==> src/rtl/dmem_mmio_if.sv <==
// CPU data-memory bus: byte address, store data and strobe out of the CPU,
// same-cycle load data back from the data-memory stage.
interface dmem_mmio_if #(
  parameter int n = 32
);
  logic [n-1:0] aluout;
  logic [n-1:0] writedata;
  logic         memwrite;
  logic [n-1:0] readdata;

  modport master (
    output aluout,
    output writedata,
    output memwrite,
    input  readdata
  );

  modport slave (
    input  aluout,
    input  writedata,
    input  memwrite,
    output readdata
  );
endinterface

==> src/rtl/dmem_mmio.sv <==
// Data-memory stage: word RAM plus MMIO window (LED, and the compare timer when
// DMEM_TIMER_EN is defined). Loads are combinational, stores commit at the edge.
module dmem_mmio #(
  parameter int n     = 32,
  parameter int DEPTH = 64
) (
  input  logic          clk,
  input  logic          reset,
  dmem_mmio_if.slave    bus,
  output logic [n-1:0]  led,
  output logic          irq
);

  localparam int AW = $clog2(DEPTH);

  typedef enum logic [2:0] {
    OFF_LED     = 3'd0,
    OFF_COUNT   = 3'd1,
    OFF_COMPARE = 3'd2,
    OFF_STATUS  = 3'd3,
    OFF_CTRL    = 3'd4
  } mmio_off_e;

  localparam int CTRL_EN      = 0;
  localparam int CTRL_AUTOCLR = 1;
  localparam int CTRL_IRQEN   = 2;

  logic          is_mmio;
  logic [AW-1:0] ram_idx;
  logic [2:0]    off;
  logic          ram_we;
  logic          mmio_we;
  logic          wr_led;
  logic [n-1:0]  rd_mmio;
  logic          unused_addr_bits;

  assign is_mmio = bus.aluout[n-1];
  assign ram_idx = bus.aluout[AW+1:2];
  assign off     = bus.aluout[4:2];
  assign ram_we  = bus.memwrite & ~is_mmio;
  assign mmio_we = bus.memwrite &  is_mmio;
  assign wr_led  = mmio_we && (off == OFF_LED);

  // Byte-lane bits and the RAM alias bits are deliberately ignored.
  assign unused_addr_bits = &{1'b0, bus.aluout[1:0], bus.aluout[n-2:AW+2]};

  // ---------------------------------------------------------------------------
  // RAM
  // ---------------------------------------------------------------------------
  logic [n-1:0] mem [DEPTH];

  // NOTE: the RAM array has no reset so it maps onto plain memory and keeps its
  // contents across a reset; only the control registers below are cleared.
  always_ff @(posedge clk) begin
    if (ram_we) mem[ram_idx] <= bus.writedata;
  end

  // ---------------------------------------------------------------------------
  // LED register
  // ---------------------------------------------------------------------------
  // NOTE: clocked state uses non-blocking assignments so every register samples
  // the pre-edge values, regardless of process ordering.
  always_ff @(posedge clk or posedge reset) begin
    if (reset)       led <= '0;
    else if (wr_led) led <= bus.writedata;
  end

`ifdef DMEM_TIMER_EN
  // ---------------------------------------------------------------------------
  // Compare timer with sticky flag
  // ---------------------------------------------------------------------------
  logic [n-1:0] count;
  logic [n-1:0] compare;
  logic         flag;
  logic [2:0]   ctrl;
  logic         match;
  logic         wr_count;
  logic         wr_compare;
  logic         w1c_status;
  logic         wr_ctrl;

  assign match      = ctrl[CTRL_EN] && (count == compare);
  assign wr_count   = mmio_we && (off == OFF_COUNT);
  assign wr_compare = mmio_we && (off == OFF_COMPARE);
  assign w1c_status = mmio_we && (off == OFF_STATUS) && bus.writedata[0];
  assign wr_ctrl    = mmio_we && (off == OFF_CTRL);

  // The edge always evaluates with the pre-edge CTRL, so a CTRL write only
  // changes timer behaviour from the following edge.
  always_ff @(posedge clk or posedge reset) begin
    if (reset) begin
      count   <= '0;
      compare <= '0;
      flag    <= 1'b0;
      ctrl    <= '0;
    end else begin
      if (wr_count)
        count <= bus.writedata;
      else if (ctrl[CTRL_EN])
        count <= (match && ctrl[CTRL_AUTOCLR]) ? '0 : count + 1'b1;

      if (match)           flag <= 1'b1;
      else if (w1c_status) flag <= 1'b0;

      if (wr_compare) compare <= bus.writedata;
      if (wr_ctrl)    ctrl    <= bus.writedata[2:0];
    end
  end

  assign irq = flag & ctrl[CTRL_IRQEN];
`else
  assign irq = 1'b0;
`endif

  // ---------------------------------------------------------------------------
  // Load path
  // ---------------------------------------------------------------------------
  // NOTE: default assignment first keeps this combinational block latch-free
  // for offsets with no register behind them.
  always_comb begin
    rd_mmio = '0;
    case (off)
      OFF_LED:     rd_mmio = led;
`ifdef DMEM_TIMER_EN
      OFF_COUNT:   rd_mmio = count;
      OFF_COMPARE: rd_mmio = compare;
      OFF_STATUS:  rd_mmio = {{(n-1){1'b0}}, flag};
      OFF_CTRL:    rd_mmio = {{(n-3){1'b0}}, ctrl};
`endif
      default:     rd_mmio = '0;
    endcase
  end

  always_comb begin
    bus.readdata = is_mmio ? rd_mmio : mem[ram_idx];
  end

endmodule

==> src/flat_wrapper.sv <==
// flat-port wrapper written by rule: the top's interface ports become plain ports
module dmem_mmio_flat 
#(
  parameter int n     = 32,
  parameter int DEPTH = 64
)
  (clk, reset, led, irq, bus_aluout, bus_writedata, bus_memwrite, bus_readdata);
  dmem_mmio_if #(.n(n)) bus_i ();
  input  logic clk;
  input  logic reset;
  output logic [n-1:0] led;
  output logic irq;
  input wire logic [$bits(bus_i.aluout)-1:0] bus_aluout;
  input wire logic [$bits(bus_i.writedata)-1:0] bus_writedata;
  input wire logic [$bits(bus_i.memwrite)-1:0] bus_memwrite;
  output wire logic [$bits(bus_i.readdata)-1:0] bus_readdata;
  assign bus_i.aluout = bus_aluout;
  assign bus_i.writedata = bus_writedata;
  assign bus_i.memwrite = bus_memwrite;
  assign bus_readdata = bus_i.readdata;
  dmem_mmio #(.n(n), .DEPTH(DEPTH)) u_core (.clk(clk), .reset(reset), .bus(bus_i), .led(led), .irq(irq));
endmodule
==> config.mk <==
export PLATFORM = sky130hd
export DESIGN_NAME = dmem_mmio_flat
export DESIGN_NICKNAME = d
export VERILOG_FILES = /design/src/rtl/dmem_mmio_if.sv /design/src/rtl/dmem_mmio.sv /design/src/flat_wrapper.sv
export SDC_FILE = /design/constraint.sdc
export NUM_CORES = 2
export LEC_CHECK = 0
export BUFFER_PORTS_ARGS = -buffer_cell sky130_fd_sc_hd__buf_2
export CAP_MARGIN = 30
export CORE_MARGIN = 2
export CORE_UTILIZATION = 56
export CTS_BUF_LIST = sky130_fd_sc_hd__clkbuf_8
export DETAILED_ROUTE_END_ITERATION = 10
export PLACE_DENSITY = 0.8
export SYNTH_ARGS = -nofsm -noshare
export SYNTH_HDL_FRONTEND = slang
export SYNTH_SLANG_ARGS = --single-unit
==> constraint.sdc <==
create_clock -name clk -period 2.5 [get_ports clk]
set_input_delay 0.125 -clock clk [delete_from_list [all_inputs] [get_ports clk]]
set_output_delay 0.125 -clock clk [all_outputs]
set_load 0.01 [all_outputs]
==> impl_metrics.tcl <==
set metrics [dict create \
    status "complete, but fails checks" \
    violations "setup timing" \
    netlist_area_sq_mm 0.0814 \
    cp.arrival_ns 3.13 \
    grt_pass1_wl_um 327000 \
    internal-power_mw 53.4 \
    totalWireLength_um 228000 \
    port_buffers 105 \
    grt_start_max_net_pins 66 \
    die_w_um 385 \
    fin_setup_tns_ns -14.26 \
    power_frac_clock 0.366 \
    setup_slack_ns -0.756 \
    critPathLaunch "u_core.mem[19][30]$_DFFE_PP_" \
    die_area_sq_mm 0.148 \
    synth_cell_types 51 \
    cts-htree-levels 5 \
    finalSetupViolations 32 \
    max-slew-margin-rel 0.316 \
    synth_seq_area_share 0.766 \
    syn_inst 4588 \
    post_cts_buffers 0 \
    critPathLaunchType "flip-flop" \
    drt_drc_violations_left 0 \
    critPathKind "reg2out" \
    syn_nets 4655 \
    antenna_found_initial 1 \
    finClkSkew_ns 0 \
    clkTransAtPathRegs_ns 0.07 \
    p_sw_mw 16.0 \
    core_area_sq_mm 0.144 \
    place_congestion 0.880 \
    fin_crit_sh 1.30 \
    cts-root-buf "clkbuf_8" \
    power.share.sequential 0.558 \
    first_pass_iters 9 \
    synth_flop_cell "edfxtp_1" \
    finalHoldViolCount 0 \
    fin_util 0.677 \
    stdcell_area_sq_mm 0.0975 \
    ios 132 \
    period_needed_ns 3.26 \
    syn_to_final_growth_pct 19.8 \
    rows 139 \
    slew_violations 0 \
    synth-seq-cells 2080 \
    vias_per_cell 6.68 \
    maxCapViolCount 0 \
    rsz0062_at_grt "yes" \
    p_sw_frac 0.231 \
    cts.sinks 2080 \
    first_global_vias 49400 \
    cts-buffers-inserted 316 \
    nets 5297 \
    cts_max_path_buffers 4 \
    grt-ovfl-total 0 \
    power_frac_comb 0.076 \
    async_flop_share 0.0154 \
    drt-initial-drc-count 7233 \
    drive_gt1_frac 0.272 \
    max_stage_delay_ns 0.48 \
    cts_tree "yes" \
    worst_pin_slew_ns 1.03 \
    power.density_mw_per_mm2 712 \
    hpwl_um 132000 \
    crit-reg2reg-launch "u_core.led[19]$_DFFE_PP0P_" \
    worstHoldStart "bus_writedata[19]" \
    syn_area_per_cell_sq_um 17.7 \
    path_max_fanout 1 \
    die_h_um 385 \
    synth_warnings 0 \
    ant_nets 0 \
    wl_per_cell_um 31.0 \
    fmax_mhz 307 \
    p_leak_nw 32.5 \
    insertion_delay_ns 1.03 \
    path_cells "mux4_2 -> nand2_1 -> a21oi_1 -> a2111o_1 -> o41a_1 -> buf_2" \
    initial_utilization 0.565 \
    hold_class "in2reg" \
    synth-edff-count 2048 \
    worstPathRequired_ns 2.38 \
    vias 49100 \
    critPathCaptureType "primary output" \
    placed_cell_area_sq_mm 0.0896 \
    grt_usage 0.305 \
    crit_slowest_cell "mux4_2" \
    ir_drop_uv 859 \
]
==> worst max-delay path, delay by kind of cell, from the launching register on <==
kind / cells / cell delay [ns]
buffers and inverters: 1 / 0.16
DFF: 1 / 0.43
AOI/OAI and AO/OA: 3 / 0.99
and+or+nand+nor: 1 / 0.09
muxes: 1 / 0.48
==> final timing paths <==
path                                                 to  slack (ns)  depth (start not counted)
setup / recovery                       bus_readdata[30]       -0.76                          6
setup reg to reg             u_core.led[19]$_DFFE_PP0P_        1.63                          1
min in group asynchronous    u_core.led[19]$_DFFE_PP0P_        0.41                          5
max in group asynchronous    u_core.led[15]$_DFFE_PP0P_        1.67                          5
hold / removal             u_core.mem[51][19]$_DFFE_PP_        0.07                          2
hold reg to reg              u_core.led[28]$_DFFE_PP0P_        0.55                          1
==> layer usage <==
| layer | wire length (um) | vias up | share of wire | GRT usage |
|---|---|---|---|---|
| met5 | 0 | - | 0 | 0 |
| met2 | 109000 | 3812 | 0.48 | 0.480 |
| met1 | 78900 | 24700 | 0.35 | 0.388 |
| met3 | 25400 | 659 | 0.11 | 0.0711 |
| met4 | 14000 | 0 | 0.062 | 0.184 |
| li1 | - | 20000 | - | - |
==> Yosys cell counts (all sizes together) (2+ instances only) <==
master / count / area share
dfrtp: 32 / 0.0098
buf: 169 / 0.010
nand3b: 7 / 0.00065
o21ai: 183 / 0.011
a32oi: 3 / 0.00032
nand3: 8 / 0.00049
inv: 4 / 0.00018
nor2b: 6 / 0.00046
o22a: 181 / 0.019
nor3b: 6 / 0.00055
nand2: 199 / 0.0092
clkbuf: 161 / 0.0074
or3b: 6 / 0.00065
o41a: 2 / 0.00028
and3b: 2 / 0.00022
mux2: 67 / 0.0093
nand2b: 174 / 0.013
a21oi: 128 / 0.0079
mux4: 95 / 0.026
mux2i: 478 / 0.059
and2: 3 / 0.00023
a2111oi: 30 / 0.0032
o22ai: 37 / 0.0028
or2: 3 / 0.00023
a21boi: 28 / 0.0026
edfxtp: 2048 / 0.76
and3: 6 / 0.00046
a211oi: 3 / 0.00028
a41oi: 29 / 0.0031
o21a: 2 / 0.00018
o31ai: 3 / 0.00028
a221oi: 309 / 0.033
nor2: 128 / 0.0059
a22oi: 36 / 0.0033
==> state kept, by name, indices dropped and copies added, names as in the netlist <==
register and flops:
u_core.led 32, u_core.mem 2048
==> cell families (layout without fill, tap and decap cells) <==
logic type,after synthesis,after routing,share of synthesized area
other,1,2,0.0000461
AND/OR/NAND/NOR,551,552,0.0326
buffers and inverters,334,1192,0.0181
AO/OA/AOI/OAI,982,982,0.0892
flip-flops,2080,2080,0.766
multiplexers,640,640,0.0944
==> cells in the final DEF (no fill, tap or decap), types with 92 or more instances in the layout <==
cell,synthesis,routed
a221oi_1,309,254
buf_12,0,170
buf_2,117,92
buf_4,15,323
clkbuf_8,0,328
edfxtp_1,2048,2048
inv_1,3,92
mux2i_1,478,470
mux4_2,95,95
nand2_1,199,193
nand2b_1,174,172
o21ai_0,183,145
o22a_1,181,180
==> final cells by class <==
type / count / area, sq um
clock buffers: 328 / 4510
inverters: 4 / 20.0
fillers: 8428 / 46600
clock inverters: 207 / 1020
diodes: 1 / 2.50
multi-input cells: 2175 / 20200
well taps: 1903 / 2380
repair buffers: 653 / 7010
flip-flops and latches: 2080 / 62300
==> stage by stage <==
step	cells	worst slack [ns]	hold WS [ns]	total power, mW
6_report	7351	-0.756	0.0666	69.4
5_1_grt	7351	-0.799	0.0944	71.1
3_3_place_gp	6788	-0.825	0.280	43.9
3_5_place_dp	6798	-0.704	0.290	44.1
2_1_floorplan	4588	-0.316	0.224	41.6
4_1_cts	7352	-0.819	0.0217	69.2
==> timing repair <==
action	4_1_cts	5_1_grt
endpoints found under the setup margin	32	32
resized for setup	310	77
hold buffers	39	1
pin swaps	123	64
endpoints found under the hold margin	2082	1
cloned	0	1
==> power groups by stage <==
stage / registers, mW / logic (mW) / clock network (mW)
floorplan: 39.4 / 2.17 / 0
global placement: 39.4 / 4.48 / 0
detailed placement: 39.4 / 4.64 / 0
CTS: 38.7 / 5.03 / 25.4
global route: 38.7 / 5.46 / 26.9
finish: 38.7 / 5.27 / 25.4
Power figures use the tool's default switching activity.
